==> config.mk <==
export PLATFORM = sky130hd
export DESIGN_NAME = exec_datapath_flat
export DESIGN_NICKNAME = d
export VERILOG_FILES = /design/src/rtl/exec_datapath_if.sv /design/src/rtl/exec_datapath.sv /design/src/flat_wrapper.sv
export SDC_FILE = /design/constraint.sdc
export NUM_CORES = 1
export LEC_CHECK = 0
export CORE_MARGIN = 1.5
export CORE_UTILIZATION = 34
export CTS_CLUSTER_SIZE = 28
export DETAILED_ROUTE_END_ITERATION = 6
export GPL_TIMING_DRIVEN = 0
export HOLD_SLACK_MARGIN = 0.05
export PLACE_DENSITY = 0.5
export SLEW_MARGIN = 5
export SYNTH_ARGS = -nofsm -noshare
export SYNTH_HDL_FRONTEND = slang
export SYNTH_SLANG_ARGS = --single-unit
==> constraint.sdc <==
create_clock -name clk -period 8.9 [get_ports clk]
set_input_delay 2.225 -clock clk [delete_from_list [all_inputs] [get_ports clk]]
set_output_delay 2.225 -clock clk [all_outputs]
set_load 0.005 [all_outputs]
==> src/rtl/exec_datapath_if.sv <==
// Control-unit <-> execute datapath bus: register addresses, execute controls,
// RAM data and the debug read port. The control unit drives through master.
interface exec_datapath_if #(
    parameter int DATA_W = 32,
    parameter int REG_AW = 3,
    parameter int IMM_W  = 21
);
    logic [REG_AW-1:0] ra;
    logic [REG_AW-1:0] rb;
    logic [REG_AW-1:0] rc;
    logic              reg_write;
    logic              load_e;
    logic [3:0]        opcode_e;
    logic              addressing_mode_e;
    logic [IMM_W-1:0]  immediate_e;
    logic [DATA_W-1:0] ram_rdata;
    logic [DATA_W-1:0] ram_wdata;
    logic [DATA_W-1:0] result_d;
    logic [3:0]        cmp_result;
    logic [REG_AW-1:0] dbg_sel;
    logic [DATA_W-1:0] dbg_data;

    modport master (
        output ra, rb, rc, reg_write, load_e, opcode_e, addressing_mode_e,
               immediate_e, ram_rdata, dbg_sel,
        input  ram_wdata, result_d, cmp_result, dbg_data
    );

    modport slave (
        input  ra, rb, rc, reg_write, load_e, opcode_e, addressing_mode_e,
               immediate_e, ram_rdata, dbg_sel,
        output ram_wdata, result_d, cmp_result, dbg_data
    );
endinterface

==> src/rtl/exec_datapath.sv <==
// Execute-stage datapath: 2**REG_AW-entry register file, ALU, compare flags, write-back.
// Optional same-cycle write-back forwarding: define EXEC_DATAPATH_BYPASS_EN.
module exec_datapath #(
    parameter int DATA_W = 32,
    parameter int REG_AW = 3,
    parameter int IMM_W  = 21
) (
    input  logic            clk,
    input  logic            reset,
    exec_datapath_if.slave  bus
);
    localparam int NREG = 1 << REG_AW;

    typedef enum logic [3:0] {
        OP_ADD = 4'b0010,
        OP_SUB = 4'b0011,
        OP_MOV = 4'b0100,
        OP_AND = 4'b1000,
        OP_ORR = 4'b1001,
        OP_EOR = 4'b1010,
        OP_MVN = 4'b1011,
        OP_LSL = 4'b1100,
        OP_LSR = 4'b1101
    } op_e;

    logic [NREG-1:0][DATA_W-1:0] regs_q, regs_d;
    logic [DATA_W-1:0] dbg_q, dbg_d;
    logic [DATA_W-1:0] rd_a, rd_b;
    logic [DATA_W-1:0] op_a, op_b;
    logic [DATA_W-1:0] alu_res, wb_data, st_data;
    logic [5:0]        shamt;
    logic              sh_oob;

    // Operand reads. Only load data may be forwarded into the operands: forwarding an
    // ALU write-back into its own operand would close a combinational loop.
    always_comb begin
        rd_a = regs_q[bus.ra];
        rd_b = regs_q[bus.rb];
`ifdef EXEC_DATAPATH_BYPASS_EN
        if (bus.reg_write && bus.load_e) begin
            if (bus.ra == bus.rc) rd_a = bus.ram_rdata;
            if (bus.rb == bus.rc) rd_b = bus.ram_rdata;
        end
`endif
    end

    assign op_a   = rd_a;
    assign op_b   = bus.addressing_mode_e ? rd_b : DATA_W'(bus.immediate_e);
    assign shamt  = op_b[5:0];
    assign sh_oob = int'(shamt) >= DATA_W;

    always_comb begin
        alu_res = '0;
        case (op_e'(bus.opcode_e))
            OP_MOV:  alu_res = op_b;
            OP_MVN:  alu_res = ~op_b;
            OP_AND:  alu_res = op_a & op_b;
            OP_ORR:  alu_res = op_a | op_b;
            OP_EOR:  alu_res = op_a ^ op_b;
            OP_ADD:  alu_res = op_a + op_b;
            OP_SUB:  alu_res = op_a - op_b;
            OP_LSL:  alu_res = sh_oob ? '0 : (op_a << shamt);
            OP_LSR:  alu_res = sh_oob ? '0 : (op_a >> shamt);
            default: alu_res = '0;
        endcase
    end

    assign wb_data = bus.load_e ? bus.ram_rdata : alu_res;

    // Store data and debug reads sit off the ALU path, so they can see any write-back.
    always_comb begin
        st_data = regs_q[bus.ra];
        dbg_d   = regs_q[bus.dbg_sel];
`ifdef EXEC_DATAPATH_BYPASS_EN
        if (bus.reg_write && bus.ra == bus.rc)      st_data = wb_data;
        if (bus.reg_write && bus.dbg_sel == bus.rc) dbg_d   = wb_data;
`endif
    end

    always_comb begin
        regs_d = regs_q;
        if (bus.reg_write) regs_d[bus.rc] = wb_data;
    end

    always_ff @(posedge clk) begin
        if (reset) begin
            regs_q <= '0;
            dbg_q  <= '0;
        end else begin
            regs_q <= regs_d;
            dbg_q  <= dbg_d;
        end
    end

    assign bus.result_d   = alu_res;
    assign bus.ram_wdata  = st_data;
    assign bus.dbg_data   = dbg_q;
    assign bus.cmp_result = {op_a > op_b, op_a < op_b, op_a != op_b, op_a == op_b};
endmodule
==> src/flat_wrapper.sv <==
// flat-port wrapper written by rule: the top's interface ports become plain ports
module exec_datapath_flat 
#(
    parameter int DATA_W = 32,
    parameter int REG_AW = 3,
    parameter int IMM_W  = 21
)
  (clk, reset, bus_ra, bus_rb, bus_rc, bus_reg_write, bus_load_e, bus_opcode_e, bus_addressing_mode_e, bus_immediate_e, bus_ram_rdata, bus_dbg_sel, bus_ram_wdata, bus_result_d, bus_cmp_result, bus_dbg_data);
  exec_datapath_if #(.DATA_W(DATA_W), .REG_AW(REG_AW), .IMM_W(IMM_W)) bus_i ();
  input  logic clk;
  input  logic reset;
  input wire logic [$bits(bus_i.ra)-1:0] bus_ra;
  input wire logic [$bits(bus_i.rb)-1:0] bus_rb;
  input wire logic [$bits(bus_i.rc)-1:0] bus_rc;
  input wire logic [$bits(bus_i.reg_write)-1:0] bus_reg_write;
  input wire logic [$bits(bus_i.load_e)-1:0] bus_load_e;
  input wire logic [$bits(bus_i.opcode_e)-1:0] bus_opcode_e;
  input wire logic [$bits(bus_i.addressing_mode_e)-1:0] bus_addressing_mode_e;
  input wire logic [$bits(bus_i.immediate_e)-1:0] bus_immediate_e;
  input wire logic [$bits(bus_i.ram_rdata)-1:0] bus_ram_rdata;
  input wire logic [$bits(bus_i.dbg_sel)-1:0] bus_dbg_sel;
  output wire logic [$bits(bus_i.ram_wdata)-1:0] bus_ram_wdata;
  output wire logic [$bits(bus_i.result_d)-1:0] bus_result_d;
  output wire logic [$bits(bus_i.cmp_result)-1:0] bus_cmp_result;
  output wire logic [$bits(bus_i.dbg_data)-1:0] bus_dbg_data;
  assign bus_i.ra = bus_ra;
  assign bus_i.rb = bus_rb;
  assign bus_i.rc = bus_rc;
  assign bus_i.reg_write = bus_reg_write;
  assign bus_i.load_e = bus_load_e;
  assign bus_i.opcode_e = bus_opcode_e;
  assign bus_i.addressing_mode_e = bus_addressing_mode_e;
  assign bus_i.immediate_e = bus_immediate_e;
  assign bus_i.ram_rdata = bus_ram_rdata;
  assign bus_i.dbg_sel = bus_dbg_sel;
  assign bus_ram_wdata = bus_i.ram_wdata;
  assign bus_result_d = bus_i.result_d;
  assign bus_cmp_result = bus_i.cmp_result;
  assign bus_dbg_data = bus_i.dbg_data;
  exec_datapath #(.DATA_W(DATA_W), .REG_AW(REG_AW), .IMM_W(IMM_W)) u_core (.clk(clk), .reset(reset), .bus(bus_i));
endmodule
==> key figures, run 1 <==
Status
  • Status: finished, violations left
  • Failing checks: capacitance limit, setup timing

Synth
  • Synthesized area: 26,170 um2
  • Synth top area share: 22.03%
  • Cells after synthesis: 3,107
  • Ys flop type: dfxtp_1
  • Sequential-to-total area share from yosys stat: 22.03%
  • Avg Cell Area, Syn: 8.424 um2
  • Post-synth EDFFs: 0
  • Yosys Warn Count: 0
  • Post-synth top area cell: dfxtp_1
  • Register bit total from synthesis: 288
  • Top post-synthesis cells by area: dfxtp_1 (22%), mux4_2 (12%), mux2i_1 (11%)
  • Synth async-reset ratio: 0%
  • Syn Nets: 3,287
  • Unique cell type count in the Yosys netlist: 105

Finish
  • Fillers: 7,468
  • Fin cells: 4,584
  • Area growth syn-to-layout: 34.85%
  • Nets@finish: 3,713
  • Layout cells sized above 1: 27.06%

Route
  • Initial drt markers: 4,373
  • Via count: 31,920
  • DRC viols: 0
  • Detailed Route WL: 190,200 um
  • Drt pass-1 iters: 6
  • DR WL/cell: 41.50 um
  • Final ANT Viol Nets: 0
  • Vias per std cell: 6.963

Critical path
  • Most frequent CP cell: buf_6
  • Crit path capture type: output pin
  • CP Class: input port to output pin
  • Top Family by Delay on Critical Path: buffers and inverters
  • WP depth: 23
  • Startpoint Class: input port
  • CP max stage delay: 490 ps
  • Slowest CP cell: mux4_2
  • Critical Path Fanout Max: 7
  • WP data required: 6680 ps
  • R2R cell count: 24
  • Critical path arrival: 6920 ps
  • Worst path bufs/invs: 12
  • Critical Path, Cell by Cell: buf_12, buf_12, buf_16, buf_16, buf_16, buf_12, mux4_2, mux2_4, mux2i_4, ha_4, buf_6, buf_6, nand4_1, inv_1, o211ai_1, buf_4, buf_6, a311oi_4, or2_4, o21ai_4, a2111o_1, or4_4, buf_6

Floorplanning
  • Die Y: 280.5 um
  • X dimension of the die: 280.5 um
  • Core Region: 76,080 um2
  • Placement row count: 101
  • Die area: 78,660 um2
  • Initial Util: 34.41%
  • I/O pins: 174

Job
  • # Max-Cap Violations: 1

Power
  • Leakage power: 13.63 nW
  • Internal cell power: 2.577 mW
  • PwrDens: 120.4 nW/um2
  • Psw: 1.673 mW
  • Sw Ratio: 39.36%
  • Logic gate share of total power: 39.7%
  • Flop pwr share: 31.8%
  • Peak supply drop: 0.1629 mV
  • Clock power share: 28.5%

Clock network
  • Hold Buf Count CTS: 0
  • # clock sinks: 288
  • Clk buf depth: 3
  • CTS Buf Count: 28
  • # H-tree levels: 1
  • Root Buffer: clkbuf_16
  • Worst skew pair latency: 590 ps
  • Clock-pin slew on the worst setup and hold paths: 70 ps
  • CTS tree: done

Timing
  • Endpoints failing setup: 25
  • Slew HR: 1.723%
  • Final period utilization: 102.8%
  • Slew Viols, Final: 0
  • Clock Skews: 25.89 ps
  • Fmax: 0.1093 GHz
  • Final WS setup: -247.6 ps
  • Setup TNS: -2275 ps
  • RSZ-0062 raised after global routing: true
  • Min Tclk post-route: 9148 ps
  • Worst-Margin Slew: 1463 ps
  • Fin. Hold Viols: 0

Global routing
  • Vias in the first global route: 30,530
  • First-pass GRT wire length: 254,700 um
  • Largest net degree at the start of global routing: 15
  • Initial antenna violation count: 8
  • Gr ovfl total: 0
  • Total GRT Usage: 47.00%

Hold path
  • Worst Hold Class: register to register
  • Worst Hold Depth: 2

Place
  • Buffers on Ports: 162
  • Placed cells: 4,302
  • RePlAce Congestion: 1.046
  • Dpl hpwl: 141,900 um
## synthesized netlist by cell type, drive strengths merged (7+ instances only)
library cell,number
o41ai,8
o211ai,25
or2,35
and3,55
a22o,15
nand4,20
a2bb2oi,9
a311oi,13
o221ai,29
o21ai,191
a22oi,20
clkbuf,184
o21a,9
a21oi,183
nor3,64
o22ai,72
buf,107
a31o,35
nor2,220
mux4,138
o31ai,112
a21o,26
nand3,225
nor4,13
nor2b,18
ha,104
o2111ai,8
dfxtp,288
o31a,7
nand2b,29
a211oi,41
a221o,8
xnor2,15
a31oi,19
a2111oi,10
inv,105
a211o,11
mux2i,279
mux2,35
a32oi,7
or3,11
a221oi,21
o311ai,18
nand2,193
## worst paths after layout
path | start | to | slack (ps)
worst max register to register | u_core.regs_q[225]$_SDFFE_PP0P_ | u_core.regs_q[215]$_SDFFE_PP0P_ | 3300
worst max-delay path | bus_rb[0] | bus_result_d[28] | -250
worst min-delay path | u_core.regs_q[61]$_SDFFE_PP0P_ | u_core.regs_q[61]$_SDFFE_PP0P_ | 490
worst min register to register | u_core.regs_q[61]$_SDFFE_PP0P_ | u_core.regs_q[61]$_SDFFE_PP0P_ | 490
## per-layer routing
metal	wire length, um	track usage (%)
met1	67650	53.72
met3	17930	9.701
met5	26	0.06254
met2	83060	73.90
met4	21550	42.72
## worst min-delay path: cells and delay by family (launching register included)
kind | cells | cell delay (ps)
AOI/OAI and AO/OA | 1 | 50
DFF | 1 | 330
and+or+nand+nor | 1 | 60
## layout make-up
cell class,instances,area (um2),share of cell area [%]
multi-input cells,2419,20790,58.90
flip-flops and latches,288,5766,16.33
repair buffers,424,3976,11.27
plain buffers,263,2145,6.076
well taps,1030,1289,3.651
clock buffers,36,792.0,2.244
inverters,109,445.4,1.262
clock inverters,12,87.58,0.2481
diodes,3,7.507,0.02127
## metrics by stage
step / instance area, um2 / setup slack (ps) / total power, mW / util (%) / hold WS, ps
2_1_floorplan: 26170 / 32.29 / 2.033 / - / 452.7
3_3_place_gp: 29080 / -4339 / 2.638 / 38.23 / 463.7
3_5_place_dp: 29130 / -4273 / 2.635 / 38.29 / 478.4
4_1_cts: 34570 / -199.9 / 4.110 / 45.44 / 487.7
5_1_grt: 35290 / -240.8 / 4.291 / 46.39 / 505.3
6_report: 35300 / -247.6 / 4.250 / 46.40 / 486.6
## placed cells by master (no fill, tap or decap), types with 38 or more instances in the layout
cell / n
nor3_1: 51
ha_1: 73
inv_1: 83
and3_1: 55
o22ai_1: 62
mux4_2: 138
nand2_1: 179
o21ai_1: 72
nor2_1: 201
clkdlybuf4s50_1: 130
dfxtp_1: 288
a21oi_1: 135
mux2i_1: 247
buf_6: 38
buf_12: 52
nand3_1: 219
o21ai_0: 101
o31ai_1: 103
clkbuf_1: 138
buf_4: 219
## repair_timing
action / in CTS / in global routing
endpoints found under the hold margin: 0 / 0
pin swaps: 102 / 98
buffers inserted: 211 / 48
endpoints found under the setup margin: 220 / 35
gates cloned: 4 / 0
gates resized for setup: 696 / 132
## cells by family (layout without fill, tap and decap cells)
family / Yosys count / count (layout) / synth area share, %
compound gates: 937 / 937 / 24.49
xor+xnor: 18 / 18 / 0.6024
fa+ha+maj: 106 / 106 / 5.125
buf+inv: 400 / 844 / 6.817
flops: 288 / 288 / 22.03
mux: 452 / 452 / 24.16
other cells: 0 / 3 / 0
simple gates: 906 / 906 / 16.78
## power by group through the flow
stage / clock, mW / sequential, mW / combinational (mW)
floorplan: 0 / 1.37 / 0.667
detailed placement: 0 / 1.38 / 1.26
global route: 1.25 / 1.35 / 1.69
CTS: 1.21 / 1.35 / 1.55
finish: 1.21 / 1.35 / 1.69
global placement: 0 / 1.37 / 1.26
## sequential cells by signal, indices dropped and copies added, names as in the netlist
signal / count
u_core.regs_q: 256
u_core.bus.dbg_data: 32
No activity file was read; power rests on OpenSTA's default activity.
==> inputs of run 2 (changes only) <==
Settings changed: PLACE_DENSITY 0.5 to default, PLACE_DENSITY_LB_ADDON from default to 0.25.
==> run 2 against run 1 <==
  * The run ends with setup timing left
  * Clock skew down 5.1 ps
  * Non-clock buffer count decreased by 43
  * Clock-buffer cell count grew 5
  * Global-route usage decreased by 1.4 points
  * Combinational power is 4% lower
  * First-iteration DRC count up 11%
  * Total power increased by 0.90%
  * Wire length decreased by 2.9%
  * Utilization is 0.63 points lower
  * Register-to-register slack gained 30 ps
  * Sequential share of layout area increased by 0.23 points
==> key figures, run 2 (synthesis gave the netlist of run 1 again) <==
Route
  • DRC viols: 0 (unchanged)
  • Via count: 31,700 (was 31,920)
  • Drt pass-1 iters: 6 (unchanged)
  • Initial drt markers: 4,852 (was 4,373)
  • Detailed Route WL: 184,600 um (was 190,200 um)
  • Final ANT Viol Nets: 0 (unchanged)
  • Vias per std cell: 6.973 (was 6.963)
  • DR WL/cell: 40.60 um (was 41.50 um)

Global routing
  • Total GRT Usage: 45.64% (was 47.00%)
  • M1 GR Usage: 52.09% (was 53.72%)
  • Largest net degree at the start of global routing: 15 (unchanged)
  • Global routing met2 resource utilization: 69.99% (was 73.90%)
  • GR peak layer: met2 (unchanged)
  • Initial antenna violation count: 14 (was 8)
  • Gr ovfl total: 0 (unchanged)
  • Vias in the first global route: 29,830 (was 30,530)
  • M3 GR Usage: 13.59% (was 9.701%)
  • First-pass GRT wire length: 248,900 um (was 254,700 um)

Floorplanning
  • Placement row count: 101 (unchanged)
  • Core Region: 76,080 um2 (unchanged)
  • I/O pins: 174 (unchanged)
  • X dimension of the die: 280.5 um (unchanged)
  • Die area: 78,660 um2 (unchanged)
  • Die Y: 280.5 um (unchanged)
  • Initial Util: 34.41% (unchanged)

Clock network
  • Clk buf depth: 3 (unchanged)
  • CTS tree: done (unchanged)
  • Worst skew pair latency: 590 ps (about the same)
  • # H-tree levels: 1 (unchanged)
  • Root Buffer: clkbuf_16 (unchanged)
  • # clock sinks: 288 (unchanged)
  • Clock-pin slew on the worst setup and hold paths: 70 ps (about the same)
  • CTS Buf Count: 29 (was 28)
  • Hold Buf Count CTS: 0 (unchanged)

Critical path
  • CP max stage delay: 610 ps (was 490 ps)
  • Worst R2R Setup Slack: 3330 ps (was 3300 ps)
  • CP Class: input port to output pin (unchanged)
  • Critical Path Fanout Max: 9 (was 7)
  • Critical Path, Cell by Cell: buf_8, buf_8, buf_12, buf_16, buf_4, mux4_2, mux2i_4, a21oi_4, inv_1, ha_4, nand2_1, nor3_4, o211ai_1, buf_4, buf_6, a311oi_4, or2_4, o21ai_4, a2111o_1, or4_4, buf_6 (was buf_12, buf_12, buf_16, buf_16, buf_16, buf_12, mux4_2, mux2_4, mux2i_4, ha_4, buf_6, buf_6, nand4_1, inv_1, o211ai_1, buf_4, buf_6, a311oi_4, or2_4, o21ai_4, a2111o_1, or4_4, buf_6)
  • Crit path capture type: output pin (unchanged)
  • Critical path arrival: 6990 ps (was 6920 ps)
  • Startpoint Class: input port (unchanged)
  • Slowest CP cell: or4_4 (was mux4_2)
  • WP data required: 6680 ps (about the same)

Finish
  • Nets@finish: 3,671 (was 3,713)
  • Layout cells sized above 1: 25.88% (was 27.06%)
  • Fin cells: 4,547 (was 4,584)
  • Reg area: 5766 um2 (unchanged)
  • Area growth syn-to-layout: 33.02% (was 34.85%)
  • Max reg flops: 256 (unchanged)
  • Area of the multi-input gates: 20,740 um2 (was 20,790 um2)
  • Fillers: 7,545 (was 7,468)
  • Commonest non-fill, non-tap cell in the layout: dfxtp_1 (unchanged)
  • Final core occ: 45.76% (was 46.40%)
  • Commonest cells after routing, fill and taps aside: dfxtp_1 (288), mux2i_1 (247), nand3_1 (219) (was dfxtp_1 (288), mux2i_1 (247), buf_4 (219), nand3_1 (219), nor2_1 (201))
  • Largest Register: u_core.regs_q (unchanged)

Place
  • Dpl hpwl: 136,900 um (was 141,900 um)
  • RePlAce Congestion: 1.076 (was 1.046)
  • Buffers on Ports: 162 (unchanged)
  • Placed cells: 4,304 (was 4,302)

Power
  • Pwr Total: 4.288 mW (was 4.250 mW)
  • Peak supply drop: 0.1522 mV (was 0.1629 mV)
  • Leakage power: 13.35 nW (was 13.63 nW)
  • PwrDens: 123.2 nW/um2 (was 120.4 nW/um2)

Status
  • Status: finished, violations left (unchanged)
  • Failing checks: setup timing (was capacitance limit, setup timing)

Job
  • # Max-Cap Violations: 0 (was 1)

Timing
  • Endpoints failing setup: 18 (was 25)
  • Worst-Margin Slew: 1371 ps (was 1463 ps)
  • Fin. Hold Viols: 0 (unchanged)
  • Slew Viols, Final: 0 (unchanged)
  • RSZ-0062 raised after global routing: true (unchanged)
  • Min Tclk post-route: 9214 ps (was 9148 ps)
  • Worst hold slack: 489.8 ps (was 486.6 ps)
  • Slew HR: 8.631% (was 1.723%)
  • Final WS setup: -314.3 ps (was -247.6 ps)
  • Fmax: 0.1085 GHz (was 0.1093 GHz)
  • Final period utilization: 103.5% (was 102.8%)
  • Clock Skews: 20.81 ps (was 25.89 ps)

Hold path
  • Worst Hold Class: register to register (unchanged)
[run 2: changes by cell type in the layout (fill, tap and decap cells not counted), sizes merged, moves of 2 or more]
cell / change
buf: -49
clkdlybuf4s50: +10
clkinv: -7
inv: +4
bufinv: +2
clkbuf: +2
diode: +2
dlymetal6s2s: +2
[run 2: routing by layer]
layer	wire, um	vias up
met5	13	-
met4	19240	2
met3	21050	859
met2	79660	2648
met1	64650	15530
li1	-	12670
[run 2: worst paths after layout]
path	cells after the start	to	startpoint
worst max-delay path	21	bus_result_d[28]	bus_rb[0]
worst min register to register	2	u_core.regs_q[27]$_SDFFE_PP0P_	u_core.regs_q[27]$_SDFFE_PP0P_
worst max register to register	23	u_core.regs_q[220]$_SDFFE_PP0P_	u_core.regs_q[225]$_SDFFE_PP0P_
worst min-delay path	2	u_core.regs_q[27]$_SDFFE_PP0P_	u_core.regs_q[27]$_SDFFE_PP0P_
[run 2: layout make-up]
class / instances / share of cell area [%]
Clock inverter: 11 / 0.4133
Antenna cell: 5 / 0.03594
Multi-Input combinational cell: 2419 / 59.57
Sequential cell: 288 / 16.56
Clock buffer: 41 / 2.386
Buffer: 262 / 6.009
Timing Repair Buffer: 382 / 10.06
Inverter: 109 / 1.261
Tap cell: 1030 / 3.702
[run 2: worst max-delay path, delay by kind of cell]
family,cells,cell delay [ps]
compound gates,5,1370
buf+inv,9,1320
simple gates,4,1210
mux,2,460
fa+ha+maj,1,380
[run 2: repair_timing]
item                       in CTS  in global routing
hold endpoints to repair        0                  0
setup buffers                 151                 62
pin swaps                      88                 63
cloned                          2                  2
setup endpoints to repair     180                 35
resized for setup             641                123
[run 2: stage by stage]
stage / setup WS, ps / area [um2] / setup TNS, ps
3_3_place_gp: -4014 / 29080 / -286640
5_1_grt: -324.5 / 34810 / -2119
6_report: -314.3 / 34820 / -1995
4_1_cts: -168.7 / 33950 / -957.0
2_1_floorplan: 32.29 / 26170 / 0
3_5_place_dp: -3941 / 29170 / -275660
[run 2: power breakdown]
part / internal (mW) / total [mW] / switching (mW)
registers: 1.32 / 1.35 / 0.0307
logic: 0.574 / 1.62 / 1.05
clock network: 0.737 / 1.32 / 0.580
